<file path="config.mk">
export PLATFORM = sky130hd
export DESIGN_NAME = alu_slice_sequencer_flat
export DESIGN_NICKNAME = d
export VERILOG_FILES = /design/src/rtl/alu_slice_sequencer_pkg.sv /design/src/rtl/alu_slice_sequencer_if.sv /design/src/rtl/alu_slice.sv /design/src/rtl/alu_slice_sequencer.sv /design/src/flat_wrapper.sv
export SDC_FILE = /design/constraint.sdc
export NUM_CORES = 1
export LEC_CHECK = 0
export ABC_CLOCK_PERIOD_IN_PS = 5200
export CAP_MARGIN = 20
export CELL_PAD_IN_SITES_DETAIL_PLACEMENT = 0
export CELL_PAD_IN_SITES_GLOBAL_PLACEMENT = 1
export CORE_UTILIZATION = 40
export DETAILED_ROUTE_END_ITERATION = 8
export HOLD_SLACK_MARGIN = 0.03
export PLACE_DENSITY_LB_ADDON = 0.1
export REMOVE_ABC_BUFFERS = 1
export SLEW_MARGIN = 20
export SYNTH_ARGS = -nofsm -noshare
export SYNTH_HDL_FRONTEND = slang
export SYNTH_SLANG_ARGS = --single-unit
</file>
<file path="constraint.sdc">
create_clock -name clk -period 5.2 [get_ports clk]
set_input_delay 1.04 -clock clk [delete_from_list [all_inputs] [get_ports clk]]
set_output_delay 1.04 -clock clk [all_outputs]
set_load 0.005 [all_outputs]
</file>
<file path="src/rtl/alu_slice_sequencer_pkg.sv">
// rtl/alu_slice_sequencer_pkg.sv - shared op, slice-control and state encodings (package alu_pkg)
package alu_pkg;

  localparam logic [1:0] ALU_ADD = 2'd0;
  localparam logic [1:0] ALU_XOR = 2'd1;
  localparam logic [1:0] ALU_AND = 2'd2;
  localparam logic [1:0] ALU_OR  = 2'd3;

  // {S,V,R} slice control per op
  localparam logic [2:0] SVR_ADD = 3'b000;
  localparam logic [2:0] SVR_XOR = 3'b001;
  localparam logic [2:0] SVR_AND = 3'b100;
  localparam logic [2:0] SVR_OR  = 3'b111;

  typedef enum logic [1:0] {IDLE, RUN, DONE} state_t;

  function automatic logic [2:0] svr_of(input logic [1:0] op);
    case (op)
      ALU_ADD: svr_of = SVR_ADD;
      ALU_XOR: svr_of = SVR_XOR;
      ALU_AND: svr_of = SVR_AND;
      default: svr_of = SVR_OR;
    endcase
  endfunction

  // AND seeds the chain with 1 so the slice carry reads back as set
  function automatic logic first_cy(input logic [1:0] op, input logic cin);
    case (op)
      ALU_ADD: first_cy = cin;
      ALU_AND: first_cy = 1'b1;
      default: first_cy = 1'b0;
    endcase
  endfunction

endpackage

</file>
<file path="src/rtl/alu_slice_sequencer_if.sv">
// rtl/alu_slice_sequencer_if.sv - request/result bundle between decode and the sequencer
interface alu_slice_sequencer_if #(parameter int WIDTH = 8);
  logic             start;
  logic [1:0]       op;
  logic [WIDTH-1:0] a;
  logic [WIDTH-1:0] b;
  logic             cin;
  logic             busy;
  logic             done;
  logic [WIDTH-1:0] result;
  logic             carry;
  logic             half_carry;
  logic             flag_z;
  logic             flag_s;
  logic             flag_p;

  modport master (
    output start, op, a, b, cin,
    input  busy, done, result, carry, half_carry, flag_z, flag_s, flag_p
  );

  modport slave (
    input  start, op, a, b, cin,
    output busy, done, result, carry, half_carry, flag_z, flag_s, flag_p
  );
endinterface

</file>
<file path="src/rtl/alu_slice.sv">
// rtl/alu_slice.sv - one-bit ALU slice: S selects logic ops, V picks OR over AND, R suppresses carry.
module alu_slice (
  input  logic op1,
  input  logic op2,
  input  logic cy_in,
  input  logic s,
  input  logic v,
  input  logic r,
  output logic res,
  output logic cy_out
);
  logic g;
  logic p;

  assign g = op1 & op2;
  assign p = op1 ^ op2;

  // logic ops pass the chain through untouched; R turns the adder into XOR
  assign res    = s ? (v ? (op1 | op2) : g) : (p ^ (cy_in & ~r));
  assign cy_out = s ? cy_in : (~r & (g | (p & cy_in)));
endmodule

</file>
<file path="src/rtl/alu_slice_sequencer.sv">
// rtl/alu_slice_sequencer.sv - bit-serial LSB-first driver for alu_slice with result/flag assembly.
// Optional flag logic enabled by ALU_SEQ_FLAGS_EN.
module alu_slice_sequencer
  import alu_pkg::*;
#(
  parameter int WIDTH = 8,
  parameter int HBIT  = 3
) (
  input  logic                 clk,
  input  logic                 reset,
  alu_slice_sequencer_if.slave bus
);
  localparam int IW = $clog2(WIDTH);

  state_t           state;
  state_t           state_nxt;
  logic [IW-1:0]    idx;
  logic [WIDTH-1:0] a_q;
  logic [WIDTH-1:0] b_q;
  logic [WIDTH-1:0] shift_q;
  logic [WIDTH-1:0] shift_full;
  logic [WIDTH-1:0] result_q;
  logic [1:0]       op_q;
  logic             cin_q;
  logic             cy_q;
  logic             carry_q;
  logic             hc_q;
  logic             accept;
  logic             last;
  logic [2:0]       svr;
  logic             bit_cy;
  logic             slice_res;
  logic             slice_cy;

  assign accept = bus.start && (state == IDLE || state == DONE);
  assign last   = (idx == IW'(WIDTH - 1));
  assign svr    = svr_of(op_q);
  assign bit_cy = (idx == '0) ? first_cy(op_q, cin_q) : cy_q;

  alu_slice u_slice (
    .op1    (a_q[idx]),
    .op2    (b_q[idx]),
    .cy_in  (bit_cy),
    .s      (svr[2]),
    .v      (svr[1]),
    .r      (svr[0]),
    .res    (slice_res),
    .cy_out (slice_cy)
  );

  always_comb begin
    shift_full      = shift_q;
    shift_full[idx] = slice_res;
  end

  always_comb begin
    state_nxt = state;
    case (state)
      IDLE:    if (accept) state_nxt = RUN;
      RUN:     if (last) state_nxt = DONE;
      DONE:    state_nxt = accept ? RUN : IDLE;
      default: state_nxt = IDLE;
    endcase
  end

  always_ff @(posedge clk or posedge reset) begin
    if (reset) state <= IDLE;
    else       state <= state_nxt;
  end

  always_ff @(posedge clk or posedge reset) begin
    if (reset) begin
      idx      <= '0;
      a_q      <= '0;
      b_q      <= '0;
      op_q     <= '0;
      cin_q    <= 1'b0;
      cy_q     <= 1'b0;
      shift_q  <= '0;
      result_q <= '0;
      carry_q  <= 1'b0;
      hc_q     <= 1'b0;
    end else if (accept) begin
      idx     <= '0;
      a_q     <= bus.a;
      b_q     <= bus.b;
      op_q    <= bus.op;
      cin_q   <= bus.cin;
      cy_q    <= 1'b0;
      shift_q <= '0;
    end else if (state == RUN) begin
      shift_q <= shift_full;
      cy_q    <= slice_cy;
      idx     <= idx + 1'b1;
      if (idx == IW'(HBIT)) hc_q <= slice_cy;
      if (last) begin
        result_q <= shift_full;
        carry_q  <= slice_cy;
      end
    end
  end

`ifdef ALU_SEQ_FLAGS_EN
  logic flag_z_q;
  logic flag_s_q;
  logic flag_p_q;

  always_ff @(posedge clk or posedge reset) begin
    if (reset) begin
      flag_z_q <= 1'b0;
      flag_s_q <= 1'b0;
      flag_p_q <= 1'b0;
    end else if (state == RUN && last) begin
      flag_z_q <= (shift_full == '0);
      flag_s_q <= shift_full[WIDTH-1];
      flag_p_q <= ~^shift_full;
    end
  end

  assign bus.flag_z = flag_z_q;
  assign bus.flag_s = flag_s_q;
  assign bus.flag_p = flag_p_q;
`else
  assign bus.flag_z = 1'b0;
  assign bus.flag_s = 1'b0;
  assign bus.flag_p = 1'b0;
`endif

  assign bus.busy       = (state == RUN);
  assign bus.done       = (state == DONE);
  assign bus.result     = result_q;
  assign bus.carry      = carry_q;
  assign bus.half_carry = hc_q;
endmodule

</file>
<file path="src/flat_wrapper.sv">
// flat-port wrapper written by rule: the top's interface ports become plain ports
module alu_slice_sequencer_flat import alu_pkg::*;
#(
  parameter int WIDTH = 8,
  parameter int HBIT  = 3
)
  (clk, reset, bus_start, bus_op, bus_a, bus_b, bus_cin, bus_busy, bus_done, bus_result, bus_carry, bus_half_carry, bus_flag_z, bus_flag_s, bus_flag_p);
  alu_slice_sequencer_if #(.WIDTH(WIDTH)) bus_i ();
  input  logic clk;
  input  logic reset;
  input wire logic [$bits(bus_i.start)-1:0] bus_start;
  input wire logic [$bits(bus_i.op)-1:0] bus_op;
  input wire logic [$bits(bus_i.a)-1:0] bus_a;
  input wire logic [$bits(bus_i.b)-1:0] bus_b;
  input wire logic [$bits(bus_i.cin)-1:0] bus_cin;
  output wire logic [$bits(bus_i.busy)-1:0] bus_busy;
  output wire logic [$bits(bus_i.done)-1:0] bus_done;
  output wire logic [$bits(bus_i.result)-1:0] bus_result;
  output wire logic [$bits(bus_i.carry)-1:0] bus_carry;
  output wire logic [$bits(bus_i.half_carry)-1:0] bus_half_carry;
  output wire logic [$bits(bus_i.flag_z)-1:0] bus_flag_z;
  output wire logic [$bits(bus_i.flag_s)-1:0] bus_flag_s;
  output wire logic [$bits(bus_i.flag_p)-1:0] bus_flag_p;
  assign bus_i.start = bus_start;
  assign bus_i.op = bus_op;
  assign bus_i.a = bus_a;
  assign bus_i.b = bus_b;
  assign bus_i.cin = bus_cin;
  assign bus_busy = bus_i.busy;
  assign bus_done = bus_i.done;
  assign bus_result = bus_i.result;
  assign bus_carry = bus_i.carry;
  assign bus_half_carry = bus_i.half_carry;
  assign bus_flag_z = bus_i.flag_z;
  assign bus_flag_s = bus_i.flag_s;
  assign bus_flag_p = bus_i.flag_p;
  alu_slice_sequencer #(.WIDTH(WIDTH), .HBIT(HBIT)) u_core (.clk(clk), .reset(reset), .bus(bus_i));
endmodule
</file>
# Word-level counts from Yosys, hierarchy flattened
# Cells that the tools add are included.
classes:
  n_addsub: 1
  n_lt_le_gt_ge: 2
  n_eq_ne: 8
  mux: 23
  bitwise_logic: 10
  n_reduce_logical: 10
op_table:
  columns: ["operator", "n"]
  rows:
  - ["two-way mux 8 bit", 2]
  - ["two-way mux 1 bit", 10]
  - ["case mux 3 bit (3 select lines)", 1]
  - ["bitwise mux 8 bit", 1]
  - ["binary-select mux 1 bit (select 3 bit)", 2]
  - ["two-way mux 3 bit", 2]
  - ["case mux 2 bit (3 select lines)", 1]
  - ["AND reduction 3 bit", 2]
  - ["AND 1 bit", 4]
  - ["== test 2 x 1 -> 1 bit (second input constant)", 2]
  - ["== test 2 bit (second input constant)", 2]
  - ["logical NOT 2 bit", 2]
  - ["< comparator 3 x 4 -> 1 bit (second input constant)", 1]
  - ["two-way mux 2 bit", 2]
  - ["inequality test 2 x 1 -> 1 bit (second input constant)", 2]
  - ["adder 3 x 1 -> 3 bit (second input constant)", 1]
  - ["demux 1 bit (select 3 bit)", 1]
  - ["== test 3 x 2 -> 1 bit (second input constant)", 1]
  - ["== test 3 bit (second input constant)", 1]
  - [">= comparator 3 x 1 -> 1 bit (second input constant)", 1]
  - ["logical NOT 3 bit", 1]
  - ["logical AND 1 bit", 2]
  - ["NOT 1 bit", 2]
  - ["bitwise OR 1 bit", 2]
  - ["other kinds (5)", 6]
totals:
  ff_bits: 43
  inputBits: 22
  wordCells: 65

# Logic depth before layout (Yosys ltp)
depth:
  ltp_word: 9
  depth_mapped: 11
  ltp_nobuf: 9

# Cells and area by module
# From an unflattened synthesis, not the netlist that was laid out.
unflattened:
  hier_cells: 230
  hier_area_um2: 2248.4
modules_own_cells:
  columns: ["mod", "n_inst", "cells_per_inst", "area_each_um2", "seq_area_each_um2"]
  rows:
  - ["alu_slice_sequencer", 1, 216, 2157.1, 1076.0]
  - ["alu_slice", 1, 14, 91.3, 0.0]

# Worst setup path after synthesis
# OpenSTA, ideal clock, no wires.
synth_timing:
  kind: "register -> register"
  from: "register u_core.idx[1]"
  to: "register u_core.result_q[6] (netlist: u_core.bus.result[6])"
  setup_time_ns: 0.129
  t_arrival_ns: 2.375
  required_ns: 5.071
  slack_ns: 2.696
  stages_incl_launch_ff: 12
  synth_period_minus_slack_ns: 2.504
  cell_sequence: "dfrtp_1 buf_6 mux4_2 nand2_1 o21ai_1 a221oi_1 ha_1 inv_1 mux2i_1 a21oi_1 buf_2 a31oi_1"
synth_via:
  elab_chain_cells: 6
synth_lines:
  columns: ["element", "line_no", "text"]
  rows:
  - ["start: declaration", "alu_slice_sequencer.sv:17", "logic [IW-1:0] idx;"]
  - ["start signal: assignment", "alu_slice_sequencer.sv:94", "idx <= idx + 1'b1;"]
  - ["binary-select mux 1 bit (select 3 bit), or another cell as far along", "alu_slice_sequencer.sv:41", ".op1 (a_q[idx]),"]
  - ["two-way mux 1 bit, on equally long branches", "alu_slice_sequencer.sv:41, alu_slice_sequencer.sv:38, alu_slice_sequencer.sv:42", null]
  - ["bitwise XOR 1 bit, or another cell as far along", "alu_slice.sv:16", "assign p = op1 ^ op2;"]
  - ["bitwise XOR 1 bit / two-way mux 1 bit (equally long branches)", "alu_slice.sv:19", "assign res = s ? (v ? (op1 | op2) : g) : (p ^ (cy_in & ~r));"]
  - ["two-way mux 1 bit", "alu_slice.sv:19", null]
  - ["bitwise mux 8 bit", "alu_slice_sequencer.sv:53", "shift_full[idx] = slice_res;"]
  - ["end signal: assignment", "alu_slice_sequencer.sv:97", "result_q <= shift_full;"]
  - ["end: declaration", "alu_slice_sequencer.sv:22", "logic [WIDTH-1:0] result_q;"]
# Several ways; a longest one is shown, not always the timed one. The select of a mux whose other input is x is not followed.
# A chain may end at the register's enable or synchronous reset.

# Worst setup path after layout
layout_timing:
  from: "register u_core.idx[1]"
  to: "register u_core.result_q[5] (netlist: u_core.bus.result[5])"
# The elaborated chain is that of the path after synthesis.

==> impl_results.md <==
* Outcome: complete, no violations
* Worst-Skew Late Latency at 0.30 ns
* TritonRoute pass-1 iters at 4
* Share of cells above drive strength 1 at 7.12%
* Post-synth EDFFs at 0
* Vias per Instance at 5.08
* CTS clk-pin slew, worst paths at 0.08 ns
* Count of cell types in the netlist at 37
* Origin of the critical flop-to-flop path: u_core.idx[1]$_DFFE_PP0P_
* Tot Pwr at 0.00167 W
* Seq pwr share at 38.5%
* Final setup vio count at 0
* Register-to-Register Path Depth at 9
* Routed length per instance at 13.6 um
* Worst path cell trace: mux4_2 > nand2_1 > o21ai_1 > a221oi_1 > ha_1 > inv_1 > nor2_1 > mux2i_2 > a31oi_1
* Nets at 308
* Dpl ws at 2.00 ns
* Initial antenna violation count at 0
* CTS Buf Count at 5
* Crit path time final at 3.20 ns
* Worst Tran Pin Value at 0.903 ns
* Synthesized area at 0.00223 mm^2
* Post-CTS sizing at 0
* Post-CTS setup buffers at 0
* Fillers at 525
* HP Class: reg2reg
* Slowest cell delay on critical path at 0.72 ns
* Number of hold buffers added after CTS at 0
* Dominant synthesized flop cell: dfrtp_1
* CTS tree: done
* Final period util at 61.6%
* Vias in the first global route at 1,723
* Critical path's slowest cell: dfrtp_1
* Crit path launch type: register
* Num ports at 37
* Skew final at 0.00650 ns
* DIE HEIGHT at 76.6 um
* Antenna Cells at 0
* Critical Path Start: u_core.idx[1]$_DFFE_PP0P_
* Initial DRC count at 128
* DRC viols at 0
* Critical Path Sink: u_core.bus.result[5]$_DFFE_PP0P_
* DRT antenna net count at 0
* Seq cells post-synth at 43
* Synth warn at 0
* NetSw at 0.000718 W
* Switching share of power at 43.0%
* Peak VDD IR at 244 uV
* Worst Path Required at 5.34 ns
* Min-delay src: u_core.b_q[4]$_DFFE_PP0P_
* Initial core utilization at 42.5%
* CP endpoint kind: register
* Ys async rst share at 100%
* Final wirelength at 4.77 mm
* Clock sinks at 43
* Post-layout util at 50.5%
* Detailed-route via count at 1,783
* Fmax at 312 MHz
* Gate power share at 49.0%
* Port Buffers at 33
* Finished Cell Area at 0.00264 mm^2
* Critical path type: reg2reg
* TNS Setup at 0 ns
* FF-to-FF End: u_core.bus.result[5]$_DFFE_PP0P_
* First-pass GRT wire length at 8.35 mm
* CTS Buffer Depth at 2
* Internal power at 0.000953 W
* Placed inst area at 0.00255 mm^2
* Relative slew slack at 38.6%
* Final Hold Viols at 0
* Placeable Area at 0.00524 mm^2
* Num rows at 26
* Max-cap viol count at 0
* RePlAce Congestion at 0.759
* CTS root buffer: clkbuf_8
* Largest net degree at the start of global routing at 44
* RSZ-0062 raised after global routing: false
* Register area share after synthesis at 48.3%
* Grt ovf at 0
* Flop-to-flop setup slack at 2.00 ns
* Worst path arrival time at 3.34 ns
* PD cells at 633 mW/mm^2
* H-tree Lvls at 2
* Average footprint of a synthesized cell at 8.74 um^2
* HPWL after DPL at 3.10 mm
* Worst-path fanout max at 19
* Layout area overhead at 18.6%
* Die Span X at 76.6 um
* Max-slew violations at 0
* Die area at 0.00587 mm^2
* GRT Total Usage at 18.2%
* Clk pwr share at 12.5%
* Cells after Synth at 255
* Setup slack after layout at 2.00 ns
* Static leakage at 1.19 nW
[how the worst min path moves through the flow]
stage | endpoint | slack [ns] | cells after the start
2_1_floorplan | u_core.a_q[6]$_DFFE_PP0P_ | 0.44 | 2
3_3_place_gp | u_core.b_q[4]$_DFFE_PP0P_ | 0.46 | 2
3_5_place_dp | u_core.b_q[1]$_DFFE_PP0P_ | 0.46 | 2
4_1_cts | u_core.b_q[4]$_DFFE_PP0P_ | 0.48 | 2
5_1_grt | u_core.b_q[4]$_DFFE_PP0P_ | 0.50 | 2
6_report | u_core.b_q[4]$_DFFE_PP0P_ | 0.48 | 2
[cell usage after synthesis (2+ instances only)]
library cell / n / share of area, %
o21ai_0: 14 / 3.1
ha_1: 6 / 3.4
buf_6: 2 / 1.0
nand2b_1: 3 / 0.84
mux2i_1: 3 / 1.3
clkbuf_1: 7 / 1.2
buf_2: 4 / 0.90
nand3_1: 5 / 1.1
dfrtp_1: 43 / 48
inv_1: 7 / 1.2
buf_4: 7 / 2.4
nor3_1: 3 / 0.67
nand3b_1: 4 / 1.3
a31oi_1: 18 / 5.1
nand2_1: 73 / 12
a21oi_1: 6 / 1.3
nor2b_1: 2 / 0.56
or3b_2: 3 / 1.2
o22ai_1: 8 / 2.2
nor2_1: 20 / 3.4
[critical path, delay by kind of cell, from the launching register on]
family,cells,cell delay (ns)
adder cells (fa/ha/maj),1,0.29
flip-flops,1,0.72
AO/OA/AOI/OAI,3,0.52
buffers and inverters,1,0.09
multiplexers,2,1.29
AND/OR/NAND/NOR,2,0.13
[layout by cell type, fill, tap and decap left out, drive strengths merged, types with 2 or more instances in the layout]
cell type	count
nor3	3
nand2	73
nand3	5
dfrtp	43
a21oi	7
inv	8
nand3b	4
conb	3
o21ai	15
buf	3
clkdlybuf4s50	33
mux2i	4
or3b	3
nor2b	2
nand2b	4
clkbuf	6
ha	6
a31oi	18
nor2	20
o22ai	8
[power groups by stage]
| stage | sequential, W | clock [W] | combinational [W] |
|---|---|---|---|
| floorplan | 0.000609 | 0 | 0.000556 |
| global placement | 0.000648 | 0 | 0.000815 |
| detailed placement | 0.000650 | 0 | 0.000828 |
| CTS | 0.000645 | 0.000215 | 0.000829 |
| global route | 0.000675 | 0.000229 | 0.000932 |
| finish | 0.000643 | 0.000209 | 0.000819 |
[per-layer routing]
| layer | GRT usage, % | vias up | part of all wire, % |
|---|---|---|---|
| li1 | - | 910 | - |
| met2 | 29.9 | 35 | 48 |
| met1 | 23.6 | 832 | 47 |
| met4 | 5.96 | 0 | 1.2 |
| met3 | 4.43 | 6 | 3.0 |
| met5 | 0 | - | 0 |
[cells by family after synthesis]
group                    count (synthesis)  synth area share [%]
AND/OR/NAND/NOR                        117                  23.1
AO/OA/AOI/OAI                           54                  14.8
flip-flops                              43                  48.3
buffers and inverters                   28                  6.79
multiplexers                             6                  3.48
adder cells (fa/ha/maj)                  6                  3.37
other                                    1                 0.168
[through the flow]
stage,instances,hold slack [ns]
detailed placement,343,0.463
floorplan,237,0.438
CTS,351,0.483
global placement,343,0.463
finish,351,0.477
global route,351,0.503
[registers in the layout, summed over array words and instances, names as in the netlist]
name,cells
u_core.op_q,2
u_core.bus.carry,1
u_core.shift_q,8
u_core.idx,3
u_core.a_q,8
u_core.cy_q,1
u_core.cin_q,1
u_core.state,2
u_core.bus.half_carry,1
u_core.bus.result,8
u_core.b_q,8
[area by class of cell]
class                      count  area, um^2  area share (%)
sequential                    43        1080            40.7
multi-input combinational    186        1010            38.3
timing repair buffer          36         353            13.4
tap                           70        87.6            3.31
clock buffer                   6        72.6            2.75
inverter                       8        30.0            1.14
clock inverter                 2        12.5           0.473
No activity file was read; power rests on OpenSTA's default activity.
==> patch: new RTL, config.mk and constraints unchanged <==
Encoding of `state_t`: now one-hot (3 bits for 3 states).
--- a/src/rtl/alu_slice_sequencer_pkg.sv
+++ b/src/rtl/alu_slice_sequencer_pkg.sv
@@ -13,5 +13,5 @@
   localparam logic [2:0] SVR_OR  = 3'b111;
 
-  typedef enum logic [1:0] {IDLE, RUN, DONE} state_t;
+  typedef enum logic [2:0] {IDLE = 3'b001, RUN = 3'b010, DONE = 3'b100} state_t;
 
   function automatic logic [2:0] svr_of(input logic [1:0] op);
Function: no difference found for any inputs over 10 cycles, from zero or initial values and one cycle with reset high; not proved beyond that.
==> patch against the original RTL <==
Power is 6.3% lower. Area after synthesis increased by 8.9%. Maximum frequency decreased by 3.8%. Sequential cell count up 1. Sequential share of layout area decreased by 1.8 points. Design area grew 7.1%. Hold slack gained 0.014 ns. Worst setup slack got worse by 0.13 ns. Routed wire length up 2.7%. Cell count fell by 9.4%. Clock skew about the same.
==> patch: results (changes against the original RTL) <==
Critical path
  – R2R depth: 8 (-1)
  – CP Launch Point: u_core.state[0]$_DFFE_PP1P_
  – Worst reg2reg setup slack: 2.03 ns (+0.03 ns)
  – Worst Path Arrival: 2.29 ns (-1.05 ns)
  – Crit path to: bus_busy
  – Worst R2R End: u_core.shift_q[3]$_DFFE_PP0P_
  – Maximum fanout along the worst path: 18 (-1)
  – Crit Reg-Reg Startpoint: u_core.idx[2]$_DFFE_PP0P_

Clocking
  – Cells resized by post-CTS repair: 0 (unchanged)
  – Total CTS buffers: 5 (unchanged)
  – H-tree levels: 2 (unchanged)
  – CTS Buffer Depth: 2 (unchanged)
  – Clock insertion delay at the later pin of the skew report: 0.30 ns (about the same)
  – Worst-path clk slew: 0.08 ns (about the same)
  – Post-CTS Setup Bufs: 0 (unchanged)
  – CTS Root Cell: clkbuf_8

Synth
  – Yosys warns: 0 (unchanged)
  – Ys async rst share: 100% (unchanged)
  – Synth area leaders: dfrtp_1 (44%), mux2_2 (7.0%), o31ai_2 (5.2%)
  – Commonest cells post-synth: dfrtp_1 (43), mux2_2 (15), and3_1 (13), a21oi_1 (12)
  – Count of cell types in the netlist: 54 (+46%)
  – Top-area cell type share of the netlist area: 44.4% (-3.9 points)
  – Sequential area share after synthesis: 45.4% (-2.9 points)

Global route
  – Vias in the first global route: 1,628 (-5.5%)
  – Largest net degree at the start of global routing: 45 (+2.3%)
  – Initial antenna violation count: 0 (unchanged)
  – GRT Total Usage: 17.3% (-0.94 points)
  – Global-route wire length before repair: 8.35 mm (unchanged)

Power and ir drop
  – Peak VDD IR: 278 uV (+14%)
  – Leakage: 1.23 nW (+3.0%)

Final layout
  – Post-layout nets: 270 (-12%)
  – Share of post-route cells with drive strength above 1: 18.1% (+11 points)
  – N_diodes: 0 (unchanged)

Detailed routing
  – Final wirelength: 4.90 mm (+2.7%)
  – DRC: 0 (unchanged)
  – Iter 0 DRT Violations: 65 (-49%)
  – Initial DRT Pass Iterations: 4 (unchanged)
  – Vias: 1,694 (-5.0%)

Outcome
  – Status: complete, no violations

Timing
  – Setup Skew: 0.00693 ns (+0.000425 ns)
  – Relative slew slack: 46.7% (+8.1 points)

Placed design
  – Area post-placement: 0.00274 sq mm (+7.2%)
  – Final GP Congestion: 0.699 (-7.9%)
  – Detailed placement HPWL: 3.25 mm (+4.7%)
  – PortBufs: 33 (unchanged)

Hold path
  – Hold crit path type: flip-flop to flip-flop
-- patch: changes by cell type after synthesis, sizes merged, moves of 4 or more --
cell / unedited run / this run
a31oi: 18 / 6
and3: 1 / 13
o22ai: 8 / 0
mux2: 1 / 17
nor2: 20 / 11
a21oi: 7 / 12
o31ai: 0 / 15
nand2: 73 / 6
mux2i: 4 / 0
inv: 8 / 12
clkbuf: 7 / 3
-- patch: logic make-up after synthesis --
logic type               share of synthesized area, %
adder cells (fa/ha/maj)                          3.09
AND/OR/NAND/NOR                                  14.0
buffers and inverters                            7.43
AO/OA/AOI/OAI                                    21.6
flip-flops                                       45.4
XOR/XNOR                                        0.361
other                                           0.155
multiplexers                                     7.89
-- patch: final cells by class --
cell class,instances,area [sq um]
clock buffers,8,90.1
fillers,582,3060
inverters,13,53.8
multi-input cells,144,1150
flip-flops and latches,44,1100
well taps,75,93.8
repair buffers,34,338
-- patch: how the worst min path moves through the flow --
stage	start	end	cells after the start
2_1_floorplan	u_core.shift_q[6]$_DFFE_PP0P_	u_core.shift_q[6]$_DFFE_PP0P_	2
3_3_place_gp	u_core.bus.result[3]$_DFFE_PP0P_	u_core.bus.result[3]$_DFFE_PP0P_	2
3_5_place_dp	u_core.bus.result[5]$_DFFE_PP0P_	u_core.bus.result[5]$_DFFE_PP0P_	2
4_1_cts	u_core.bus.result[5]$_DFFE_PP0P_	u_core.bus.result[5]$_DFFE_PP0P_	2
5_1_grt	u_core.a_q[0]$_DFFE_PP0P_	u_core.a_q[0]$_DFFE_PP0P_	1
6_report	u_core.a_q[0]$_DFFE_PP0P_	u_core.a_q[0]$_DFFE_PP0P_	1
-- patch: report_power, final --
part | switching, mW | internal (mW)
sequential | 0.126 | 0.454
combinational | 0.440 | 0.324
clock | 0.114 | 0.108
total | 0.680 | 0.886
-- patch: metrics by stage --
step	cells	hold WS, ns	utilization (%)	setup slack [ns]	power (mW)
after floorplan	201	0.458	-	2.49	1.15
after global placement	310	0.472	46.5	2.04	1.36
after detailed placement	310	0.474	46.5	1.97	1.36
after CTS	318	0.494	48.1	1.83	1.59
after global routing	318	0.520	48.1	1.77	1.69
final	318	0.491	48.1	1.87	1.57
-- patch: layer usage --
layer	track usage [%]	wire (um)	up-vias
li1	-	-	842
met1	23.5	2420	816
met2	26.8	2260	28
met3	3.20	129	8
met4	7.50	87	0
met5	0	0	-
-- patch: worst max-delay path, stage by stage, from the launching register on --
cell	delay (ns)
dfstp_2	0.55
or3b_1	0.63
clkinv_4	0.28
clkdlybuf4s50_1	0.52
